===== src/rtl/geofence_host.sv =====
// Geofence host: buffers 7-point frames (target + hexagon) in two ping-pong slots,
// streams them to the geofence core and queues the core's verdicts in a 2-deep FIFO.
module geofence_host #(
  parameter int W = 10
) (
  input  logic         clk,
  input  logic         reset,
  input  logic         in_valid,
  output logic         in_ready,
  input  logic [W-1:0] in_x,
  input  logic [W-1:0] in_y,
  output logic [W-1:0] X,
  output logic [W-1:0] Y,
  input  logic         valid,
  input  logic         is_inside,
  output logic         res_valid,
  input  logic         res_ready,
  output logic         res_inside,
  output logic [7:0]   frames_done
);

  localparam logic [0:0] ST_SEND = 1'b0;
  localparam logic [0:0] ST_WAIT = 1'b1;

  // Slot s occupies entries s*7 .. s*7+6; entry 0 of a slot is the target.
  logic [W-1:0] r_ptX [0:13];
  logic [W-1:0] r_ptY [0:13];

  logic [1:0]   r_full;
  logic         r_wrSlot;
  logic [2:0]   r_wrIdx;
  logic         r_rdSlot;

  logic [0:0]   r_state;
  logic [2:0]   r_sendIdx;
  logic         r_curReal;

  logic [1:0]   r_resCnt;
  logic [1:0]   r_resData;
  logic [7:0]   r_framesDone;

  logic         w_accept;
  logic         w_wrLast;
  logic [3:0]   w_wrAddr;
  logic [3:0]   w_rdAddr;
  logic         w_fire;
  logic         w_push;
  logic         w_pop;
  logic [1:0]   w_resCntNext;
  logic         w_chooseReal;
  logic         w_freeSlot;
  logic         w_sending;
  logic [1:0]   w_fullNext;

  assign in_ready  = ~r_full[r_wrSlot];
  assign w_accept  = in_valid & in_ready;
  assign w_wrLast  = w_accept && (r_wrIdx == 3'd6);
  assign w_wrAddr  = (r_wrSlot ? 4'd7 : 4'd0) + {1'b0, r_wrIdx};
  assign w_rdAddr  = (r_rdSlot ? 4'd7 : 4'd0) + {1'b0, r_sendIdx};

  assign w_fire       = (r_state == ST_WAIT) && valid;
  assign w_push       = w_fire & r_curReal;
  assign w_pop        = (r_resCnt != 2'd0) & res_ready;
  assign w_resCntNext = r_resCnt + {1'b0, w_push} - {1'b0, w_pop};

  // A real frame is only launched when its result is guaranteed a FIFO entry,
  // which is what keeps the 2-deep result FIFO from ever overflowing.
  assign w_chooseReal = r_full[r_rdSlot] && (w_resCntNext <= 2'd1);
  assign w_freeSlot   = (r_state == ST_SEND) && (r_sendIdx == 3'd6) && r_curReal;

  assign w_sending = (r_state == ST_SEND) && r_curReal;
  assign X = w_sending ? r_ptX[w_rdAddr] : '0;
  assign Y = w_sending ? r_ptY[w_rdAddr] : '0;

  assign res_valid   = (r_resCnt != 2'd0);
  assign res_inside  = res_valid & r_resData[0];
  assign frames_done = r_framesDone;

  // Point storage needs no reset: a slot is only read once its full flag is set.
  always_ff @(posedge clk) begin
    if (w_accept) begin
      r_ptX[w_wrAddr] <= in_x;
      r_ptY[w_wrAddr] <= in_y;
    end
  end

  always_comb begin
    w_fullNext = r_full;
    if (w_wrLast) begin
      w_fullNext[r_wrSlot] = 1'b1;
    end
    if (w_freeSlot) begin
      w_fullNext[r_rdSlot] = 1'b0;
    end
  end

  always_ff @(posedge clk or negedge reset) begin
    if (!reset) begin
      r_full   <= 2'b00;
      r_wrSlot <= 1'b0;
      r_wrIdx  <= 3'd0;
      r_rdSlot <= 1'b0;
    end else begin
      r_full <= w_fullNext;
      if (w_accept) begin
        if (r_wrIdx == 3'd6) begin
          r_wrIdx  <= 3'd0;
          r_wrSlot <= ~r_wrSlot;
        end else begin
          r_wrIdx <= r_wrIdx + 3'd1;
        end
      end
      if (w_freeSlot) begin
        r_rdSlot <= ~r_rdSlot;
      end
    end
  end

  always_ff @(posedge clk or negedge reset) begin
    if (!reset) begin
      r_state   <= ST_SEND;
      r_sendIdx <= 3'd0;
      r_curReal <= 1'b0;
    end else begin
      case (r_state)
        ST_SEND: begin
          if (r_sendIdx == 3'd6) begin
            r_state   <= ST_WAIT;
            r_sendIdx <= 3'd0;
          end else begin
            r_sendIdx <= r_sendIdx + 3'd1;
          end
        end
        default: begin
          if (valid) begin
            r_state   <= ST_SEND;
            r_sendIdx <= 3'd0;
            r_curReal <= w_chooseReal;
          end
        end
      endcase
    end
  end

  // Head of the result FIFO is always entry 0; a pop shifts entry 1 down.
  always_ff @(posedge clk or negedge reset) begin
    if (!reset) begin
      r_resCnt     <= 2'd0;
      r_resData    <= 2'b00;
      r_framesDone <= 8'd0;
    end else begin
      r_resCnt <= w_resCntNext;
      case ({w_push, w_pop})
        2'b10: r_resData[r_resCnt[0]] <= is_inside;
        2'b01: r_resData[0] <= r_resData[1];
        2'b11: begin
          if (r_resCnt == 2'd1) begin
            r_resData[0] <= is_inside;
          end else begin
            r_resData[0] <= r_resData[1];
            r_resData[1] <= is_inside;
          end
        end
        default: ;
      endcase
      if (w_push) begin
        r_framesDone <= r_framesDone + 8'd1;
      end
    end
  end

endmodule


===== config.mk =====
export PLATFORM = sky130hd
export DESIGN_NAME = geofence_host
export DESIGN_NICKNAME = d
export VERILOG_FILES = /design/src/rtl/geofence_host.sv
export SDC_FILE = /design/constraint.sdc
export NUM_CORES = 1
export LEC_CHECK = 0
export CAP_MARGIN = 0
export CELL_PAD_IN_SITES_DETAIL_PLACEMENT = 1
export CELL_PAD_IN_SITES_GLOBAL_PLACEMENT = 1
export CORE_MARGIN = 4
export CORE_UTILIZATION = 30
export DETAILED_ROUTE_END_ITERATION = 10
export GPL_TIMING_DRIVEN = 0
export MAX_ROUTING_LAYER = met4
export PLACE_DENSITY = 0.49
export SYNTH_ARGS = -nofsm -noshare
export SYNTH_HDL_FRONTEND = slang
export SYNTH_SLANG_ARGS = --single-unit

===== constraint.sdc =====
create_clock -name clk -period 4.55 [get_ports clk]
set_input_delay 1.1375 -clock clk [delete_from_list [all_inputs] [get_ports clk]]
set_output_delay 1.1375 -clock clk [all_outputs]
set_load 0.01 [all_outputs]

---- Word-level counts from Yosys, hierarchy flattened ----
Memory sizes are Yosys's and may differ from the RTL's.
Index checks and enable logic that the tools add are counted.
W data, S select, Z words.
storage, ports and cells
  flip-flop bits (word level) ............. 24
  bits in latches ......................... 0
  RAM bits ................................ 280
  ROM bits ................................ 0
  input port bits ......................... 26
  output and inout port bits .............. 31
  logic and storage cells ................. 91
  memories kept ........................... 2
cells by class
  $add $sub $neg .......................... 7
  multiply operators ...................... 0
  div/mod/pow operators ................... 0
  order comparisons ....................... 7
  equality and inequality tests ........... 8
  shift-type cells ........................ 0
  mux-type cells .......................... 30
  bitwise logic cells ..................... 11
  reduce and logical (&&, ||, !) cells .... 15
memory list
  name   depth  width  rd ports  clocked after Yosys merged registers in  wr ports  RTL line  source
  r_ptX  14     10     1         0                                        1         26        logic [W-1:0] r_ptX [0:13];
  r_ptY  14     10     1         0                                        1         27        logic [W-1:0] r_ptY [0:13];
operator list
  operator               number
  $mux W10               2
  $mux W3                6
  $mux W1                14
  $logic_and A1 B1 Y1    9
  $add A3 B3 Y4          2
  $add A8 B1 Y8 const B  1
  $add A3 B1 Y3 const B  2
  $eq A3 B3 Y1 const B   2
  $lt A1 B2 Y1 const B   3
  $reduce_and A2 Y1      3
  $and A1 B1 Y1          4
  $eq A2 B1 Y1 const B   2
  $eq A2 B2 Y1 const B   2
  $mux W2                2
  $ne A2 B2 Y1 const B   2
  $not A1 Y1             4
  $reduce_bool A2 Y1     2
  $demux W1 S1           3
  $ge A1 B1 Y1 const B   3
  $pmux W1 S3            1
  $reduce_bool A3 Y1     1
  $add A2 B1 Y2          1
  $and A2 B2 Y2          1
  $bwmux W2              1
  other kinds (5)        5

---- Logic depth before layout (Yosys ltp) ----
  depth after elaboration ................. 8
  mapped depth ............................ 9
  depth with buffers taken out ............ 8

---- Least setup slack after synthesis ----
No wires, ideal clock.
  kind .................................... reg-to-reg
  start point ............................. reg r_wrSlot
  end point ............................... mem r_ptX[8][0], enable pin
  library setup time ...................... 0.448 ns
  arrival ................................. 3.396 ns
  data required time ...................... 4.102 ns
  setup slack ............................. 0.706 ns
  stages on the path, launching flop included .. 6
  path buffers ............................ 0
  clock period less this slack ............ 3.844 ns
  path through ............................ dfrtp_1 ha_1 fa_1 xnor2_1 nand2_1 nor4_1
between the ends
  longest elaborated chain between the ends .. 6
  elaborated cells on any way between the ends .. 8
  classes of those cells .................. add/sub: 1; mux: 5; bitwise: 2
RTL lines
  what                                         RTL line  source
  start, declared                              30        logic r_wrSlot;
  start signal, assigned                       108       r_wrSlot <= ~r_wrSlot;
  $mux W1 (not written as such) (2 in series)  55        assign in_ready = ~r_full[r_wrSlot];
  $not A1 Y1                                   55
  $and A1 B1 Y1                                56        assign w_accept = in_valid & in_ready;
  $mux W1                                      81        if (w_accept) begin
  $mux W1 (not written as such)                82        r_ptX[w_wrAddr] <= in_x;
  end, declared                                26
Parallel ways exist; a longest one is shown, timed or not. The select of a mux whose other input is x is not followed.

---- Worst setup path in the final report ----
  start point ............................. reg r_rdSlot
  end point ............................... out X[0]
between the ends
  longest elaborated chain between the ends .. 4
RTL lines
  what                    RTL line  source
  start, declared         32        logic r_rdSlot;
  start signal, assigned  114       r_rdSlot <= ~r_rdSlot;
  $mux W3                 59        assign w_rdAddr = (r_rdSlot ? 4'd7 : 4'd0) + {1'b0, r_sendIdx};
  $add A3 B3 Y4           59
  $mem_v2 Z14 W10         --
  $mux W10                72        assign X = w_sending ? r_ptX[w_rdAddr] : '0;
  end, declared           12        output logic [W-1:0] X,
No other way between the ends.

==> qor.txt <==
Multi-input gate area -> 4380 sq um
MaxCap Viol Count -> 0
Setup Viol. Count Final -> 0
Synth Cell Area -> 13500 sq um
DRC violation count after routing -> 0
Slew HR -> 0.233
Synth warnings -> 0
Final ANT Viol Nets -> 0
CTS Hold Bufs -> 0
Final Cell Area -> 17000 sq um
worst-path fanout max -> 5
CTS tree -> done
synthesized instance count -> 885
WL/cell -> 24.8 um
minimum clock period -> 4.50 ns
first-pass GRT wire length -> 59400 um
vias in the first global route -> 8899
Hold Path Class -> reg -> reg
layout filler cell count -> 4558
unique cell type count in the Yosys netlist -> 47
CTS Buffer Depth -> 3
row count -> 77
Initial DRC Count -> 413
clock-pin slew on the worst setup and hold paths -> 0.05 ns
mean post-synth cell area -> 15.2 sq um
Vias -> 8125
EDFF count, synth -> 280
synthesized flop and latch total -> 304
area grow syn2layout -> 25.7%
setup TNS -> 0 ns
nets -> 1053
Hold Vio Cnt, Final -> 0
IO Count -> 57
Total Wirelength -> 40400 um
CP arrival -> 3.36 ns
GRT Total Usage -> 0.173
worst slew pin tran -> 1.15 ns
antenna cells -> 0
gp weighted congestion -> 0.751
Reg area -> 9010 sq um
Post-DP Area -> 15100 sq um
post-synthesis sequential area ratio -> 0.668
CP Launch Type -> register
Placed Cells -> 1552
WP data required -> 3.41 ns
post-synth top area share -> 0.624
Clock Skew -> 0.0114 ns
Yosys top cell by area -> edfxtp_1
status -> finished clean
largest net degree at the start of global routing -> 25
root buf cell -> clkbuf_16
die footprint -> 48400 sq um
syn nets -> 926
htree depth -> 2
Max Slew Vio Count -> 0
Setup Crit Path Kind -> reg -> out
Most used DFF post-synth -> edfxtp_1
DIE WIDTH -> 220 um
TritonCTS Sinks -> 304
1st-pass router iterations -> 5
area of the core -> 44300 sq um
DIE HEIGHT -> 220 um
Congestion Overflow GR -> 0
post-DP HPWL -> 26900 um
ratio of cells with drive above 1 in the final layout -> 0.260
Synth async-reset ratio -> 0.0789
Worst-Skew Late Latency -> 0.53 ns
initial core utilization -> 0.304
Max Fclk -> 0.222 GHz
unrepaired setup endpoints after global routing -> yes
antenna violations before repair -> 0
cts bufs inserted -> 37
crit share post-route -> 0.989
via density per instance -> 4.99
Synth area leaders -> edfxtp_1 62%, mux2i_1 6.2%, dfrtp_1 4.5%
Post-Layout Cell Count -> 1629
port bufs -> 56
Critical Path End Type -> primary output
[placed cells by master, fill, tap and decap left out, types with 14 or more instances in the layout]
| master | n |
|---|---|
| nor2_1 | 27 |
| nand2_1 | 22 |
| a221oi_2 | 28 |
| clkbuf_1 | 18 |
| clkbuf_16 | 41 |
| nor3b_1 | 73 |
| nor3_1 | 42 |
| mux2_2 | 41 |
| dfrtp_1 | 22 |
| edfxtp_1 | 280 |
| buf_4 | 26 |
| buf_2 | 15 |
| clkdlybuf4s50_1 | 36 |
| nand4_1 | 21 |
| nand3b_1 | 40 |
| a211o_1 | 19 |
| clkbuf_2 | 14 |
| mux2i_1 | 70 |
[critical path: stages (launching register included)]
cell and delay (ns):
dfrtp_2 0.44, buf_6 0.14, fa_2 0.44, xnor2_4 0.18
buf_12 0.15, buf_12 0.13, bufbuf_16 0.27, mux2i_2 0.28
nand4_1 0.21, a221oi_2 0.30, clkdlybuf4s15_1 0.29
[timing repair]
item / CTS / global route
buffers inserted: 12 / 0
gates cloned: 3 / 0
pin swaps: 28 / 22
endpoints found under the setup margin: 20 / 19
gates resized for setup: 179 / 39
[flip-flops by register name, indices dropped and copies added, names as in the netlist]
name	count
r_curReal	1
r_resData	2
r_full	2
frames_done	8
r_rdSlot	1
r_state	1
r_ptX	140
r_sendIdx	3
r_wrIdx	3
r_resCnt	2
r_ptY	140
r_wrSlot	1
[layer usage]
layer / track usage / vias to the layer above / part of all wire
li1: - / 3731 / -
met1: 0.231 / 4213 / 0.47
met2: 0.286 / 134 / 0.49
met3: 0.0218 / 47 / 0.025
met4: 0.0366 / 0 / 0.015
met5: - / - / 0
[Yosys cell counts, types with 7 or more instances]
cell type    n
edfxtp_1   280
mux2i_1     83
nor3b_1     77
nor3_1      42
mux2_2      41
nand3b_1    40
clkbuf_1    39
nor2_1      37
dfrtp_1     24
nand2_1     22
a221oi_2    21
nand4_1     21
a211o_1     19
a221oi_1    17
buf_2       17
ha_1        13
xnor2_1     10
a21oi_1      7
buf_4        7
inv_1        7
[cell type report]
class                           count  area share
Sequential cell                   304       0.532
Multi-Input combinational cell    507       0.258
Clock buffer                       47      0.0593
Timing Repair Buffer               90      0.0558
Tap cell                          592      0.0437
Buffer                             65      0.0384
Clock inverter                     17      0.0112
Inverter                            7     0.00155
[metrics by stage]
stage / hold WS [ns] / setup WS [ns] / util
floorplan: 0.464 / 0.706 / -
global route: 0.508 / -0.00267 / 0.383
finish: 0.474 / 0.0520 / 0.383
CTS: 0.481 / -0.0301 / 0.382
global placement: 0.464 / -1.75 / 0.334
detailed placement: 0.468 / -0.619 / 0.340
[logic make-up after synthesis]
kind of cell	count (synthesis)	synth area share
AOI/OAI and AO/OA	89	0.0627
xor gates and xnor gates	15	0.0109
adders and majority gates	15	0.0150
buffers and inverters	74	0.0278
DFF	304	0.668
muxes	125	0.0975
and+or+nand+nor	263	0.118
[path summary, 6_finish.rpt]
check                                           start                         end  slack (ns)  cells after the start
min                        frames_done[7]$_DFFE_PN0P_  frames_done[7]$_DFFE_PN0P_        0.47                      1
max reg2reg                      r_wrSlot$_DFFE_PN0N_       r_ptX[4][2]$_DFFE_PP_        1.25                      8
min in group asynchronous                       reset  frames_done[5]$_DFFE_PN0P_        1.23                      1
max                              r_rdSlot$_DFFE_PN0P_                        X[0]        0.05                     10
max in group asynchronous                       reset    r_sendIdx[0]$_DFFE_PN0P_        2.55                      1
min reg2reg                frames_done[7]$_DFFE_PN0P_  frames_done[7]$_DFFE_PN0P_        0.47                      1
Power is not shown: default switching activity piles up to over one toggle a cycle in this logic, so the estimate is an artifact.
==> RTL edit 1 (same settings) <==
The parameter `W` goes from 10 to 8.
--- a/src/rtl/geofence_host.sv
+++ b/src/rtl/geofence_host.sv
@@ -2,5 +2,5 @@
 // streams them to the geofence core and queues the core's verdicts in a 2-deep FIFO.
 module geofence_host #(
-  parameter int W = 10
+  parameter int W = 8
 ) (
   input  logic         clk,
Ports: changed (resized X, Y, in_x and in_y); port bits go from 57 to 49. The function was not compared with the original's and may differ.
==> RTL edit 1 against the original RTL <==
  * Setup slack improved by 0.092 ns
  * Sequential cell count decreased by 56
  * Routed wire length decreased by 21%
  * Sequential share of layout area increased by 1.0 points
  * Cell count decreased by 18%
  * Cell area decreased by 20%
  * Register-to-register slack improved by 0.24 ns
  * Area after synthesis decreased by 19%
  * First-iteration DRC count increased by 15%
  * Utilization decreased by 0.50 points
  * Count of clock-buffer cells in the layout decreased by 12
Power is left out: the tool's default activity adds up to more than one toggle a clock period on the data nets, which glitch-free logic cannot reach.
==> RTL edit 1: results (changes against the original RTL) <==
[setup_path]
cp_slowest_cell = fa_2  ; was dfrtp_2
max_stage_delay_ns = 0.57  ; was 0.44 ns
arrival_ns = 3.27  ; was 3.36 ns
crit_fanout = 10  ; was 5

[synthesis]
ys_types = 45  ; was 47
mappedNetlistNets = 777  ; was 926
synth-edff-count = 224  ; was 280
synthArstFlopShare_pct = 9.68  ; was 7.89%
synth-seq-area-share_pct = 66.8  ; about the same
synth_cells = 740  ; was 885
synthTopCellsByArea = edfxtp_1, mux2i_1, dfrtp_1, nor3b_1, mux2_2  ; unchanged

[global_routing]
grt_pass1_wl_um = 47600  ; was 59400 um
grt_pass1_vias = 7455  ; was 8899
grt_use_total_pct = 16.5  ; was 17.3%

[place]
dp_cells = 1265  ; was 1552
gp_congestion = 0.798  ; was 0.751
port_buffers = 48  ; was 56
dpl.hpwl_um = 22600  ; was 26900 um

[route]
drtIter0Drc = 473  ; was 413
via_per_inst = 5.16  ; was 4.99
vias = 6868  ; was 8125
routed_wl_um = 31800  ; was 40400 um

[cts]
numCtsBuffers = 30  ; was 37
htree_levels = 1  ; was 2

[outcome]
outcome = finished clean  ; unchanged

[layout]
drive_above_1_share_pct = 23.0  ; was 26.0%
nNetsFinal = 882  ; was 1053

[timing]
worst_pin_slew_ns = 1.16  ; was 1.15 ns

[RTL edit 1: changes by cell type after synthesis, moves of 9 or more]
cell      before  now
edfxtp_1     280  224
a221oi_2      21    6
mux2i_1       83   67
nor3b_1       77   61
clkbuf_1      39   30
[RTL edit 1: kinds of logic after synthesis]
logic type,after synthesis,synth area share [%]
flops,248,66.8
simple gates,223,12.1
mux,101,9.70
compound gates,77,5.89
buf+inv,61,2.38
xor+xnor,15,1.33
fa+ha+maj,15,1.85
[RTL edit 1: worst paths after layout]
check	startpoint	cells past startpoint	slack, ns	to
worst max-delay path	r_rdSlot	10	0.14	X[0]
worst min-delay path	frames_done[7]	1	0.50	frames_done[7]
worst max register to register	r_wrSlot	7	1.49	r_ptY[8][2]
worst min register to register	frames_done[7]	1	0.50	frames_done[7]
max in group asynchronous	reset	1	2.56	r_rdSlot
min in group asynchronous	reset	1	1.22	r_wrIdx[2]
[RTL edit 1: per-stage QoR]
stage	area [um2]	setup slack, ns	utilization [%]
CTS	13500	0.00528	37.7
floorplan	11000	0.850	-
global route	13500	0.00153	37.7
detailed placement	12300	-0.684	34.3
global placement	12000	-0.912	33.6
finish	13500	0.144	37.8
[RTL edit 1: cell type report]
cell class,count,area [um2]
Clock buffer,35,791
Fill cell,3669,22300
Tap cell,461,577
Timing Repair Buffer,73,703
Antenna cell,1,2.50
Inverter,7,26.3
Buffer,54,442
Sequential cell,248,7330
Multi-Input combinational cell,431,3530
Clock inverter,20,121
[RTL edit 1: worst max-delay path, delay by kind of cell (launching register included)]
family                     cells  cell delay, ns
adders and majority gates      2            0.78
AOI/OAI and AO/OA              1            0.31
and+or+nand+nor                2            0.30
muxes                          1            0.20
DFF                            1            0.43
buffers and inverters          4            0.69
[RTL edit 1: layer usage]
metal,part of all wire [%],up-vias,track usage (%)
li1,-,3112,-
met3,3.9,35,2.33
met5,0,-,-
met1,45,3569,22.1
met4,1.7,0,3.77
met2,49,152,26.7
[RTL edit 1: repair_timing]
| item | 4_1_cts | 5_1_grt |
|---|---|---|
| pin swaps | 21 | 18 |
| gates resized for setup | 123 | 23 |
| setup endpoints to repair | 16 | 12 |
| hold endpoints to repair | 0 | 0 |
| setup buffers | 5 | 4 |
==> RTL edit 2 (same settings) <==
Without the edit above. Reset style: synchronous (`reset`), changed in 3 clocked blocks.
--- a/src/rtl/geofence_host.sv
+++ b/src/rtl/geofence_host.sv
@@ -95,5 +95,5 @@
   end
 
-  always_ff @(posedge clk or negedge reset) begin
+  always_ff @(posedge clk) begin
     if (!reset) begin
       r_full   <= 2'b00;
@@ -117,5 +117,5 @@
   end
 
-  always_ff @(posedge clk or negedge reset) begin
+  always_ff @(posedge clk) begin
     if (!reset) begin
       r_state   <= ST_SEND;
@@ -144,5 +144,5 @@
 
   // Head of the result FIFO is always entry 0; a pop shifts entry 1 down.
-  always_ff @(posedge clk or negedge reset) begin
+  always_ff @(posedge clk) begin
     if (!reset) begin
       r_resCnt     <= 2'd0;
Formal check against the unedited RTL: differs if reset is asserted again (counterexample within 10 cycles, from zero or initial values and one cycle with reset low); with reset held inactive, the same outputs for 10 cycles.
==> RTL edit 2 against the original RTL <==
  * Maximum frequency down 0.78%
  * Routed wire length up 0.64%
  * First-iteration DRC count up 3.4%
  * Sequential share of layout area up 0.12 points
  * Area after synthesis down 0.44%
  * Sequential cell count unchanged
  * Cell area down 1.5%
  * Synthesized cell count up 1.8%
  * Setup slack worse by 0.035 ns
  * Critical path type unchanged
  * Critical endpoint is now X[6]
  * Highest routed layer unchanged
==> RTL edit 2: results (changes against the original RTL) <==
[timing]
skew_ns = 0.0139  ; was 0.0114 ns

[route]
wl_met2_um = 20000  ; was 19800 um
dr_wl_met3_um = 1230  ; was 1020 um
routed_wl_um = 40600  ; was 40400 um
via_per_inst = 4.98  ; was 4.99
wl_met1_um = 18900  ; about the same
drtIter0Drc = 427  ; was 413

[layout]
final_cells = 1645  ; was 1629
nonClockBufferCount = 157  ; was 155
fillers = 4483  ; was 4558
nNetsFinal = 1068  ; was 1053
multi_input_cells = 525  ; was 507
n_clock_buffer = 42  ; was 47
clock_area_share_pct = 6.42  ; was 7.06%
n_all_inverters = 4  ; was 7

[global_routing]
grt_max_degree = 21  ; was 25
grt_pass1_vias = 8819  ; was 8899

[cts]
cts_resized = 177  ; was 179
numCtsBuffers = 36  ; was 37

[synthesis]
mappedNetlistNets = 941  ; was 926
synthArstFlopShare_pct = 0  ; was 7.89%
synth_cells = 901  ; was 885

[setup_path]
reg2reg_from = r_wrSlot  ; unchanged
r2r_end = r_ptX[0][4]  ; was r_ptX[4][2]
max_stage_delay_ns = 0.41  ; was 0.44 ns

[place]
placed_area_um2 = 15100  ; about the same
pre_cts_slack_ns = -0.593  ; was -0.619 ns
dpl.hpwl_um = 27700  ; was 26900 um

[hold_path]
min_delay_path_depth = 2  ; was 1

[die]
core_um2 = 44200  ; was 44300 um2

[outcome]
outcome = finished clean  ; unchanged

-- RTL edit 2: cells by family after synthesis --
group,count (synthesis),share of synthesized area (%)
AOI/OAI and AO/OA,91,6.35
and+or+nand+nor,282,12.5
xor gates and xnor gates,14,1.03
muxes,124,9.70
adders and majority gates,14,1.42
DFF,304,66.2
buffers and inverters,72,2.74
-- RTL edit 2: layer usage --
| layer | global-route usage, % | vias to the layer above |
|---|---|---|
| li1 | - | 3802 |
| met1 | 23.2 | 4240 |
| met2 | 28.9 | 117 |
| met3 | 2.37 | 39 |
| met4 | 3.22 | 0 |
| met5 | - | - |
-- RTL edit 2: how the worst max path moves through the flow --
stage,endpoint,depth (start not counted),startpoint
after global routing,Y[8],7,r_rdSlot
after CTS,Y[8],8,r_rdSlot
after global placement,r_ptX[8][5],3,in_valid
after detailed placement,X[5],10,r_rdSlot
after floorplan,r_ptX[8][0],5,r_wrSlot
final,X[6],10,r_rdSlot
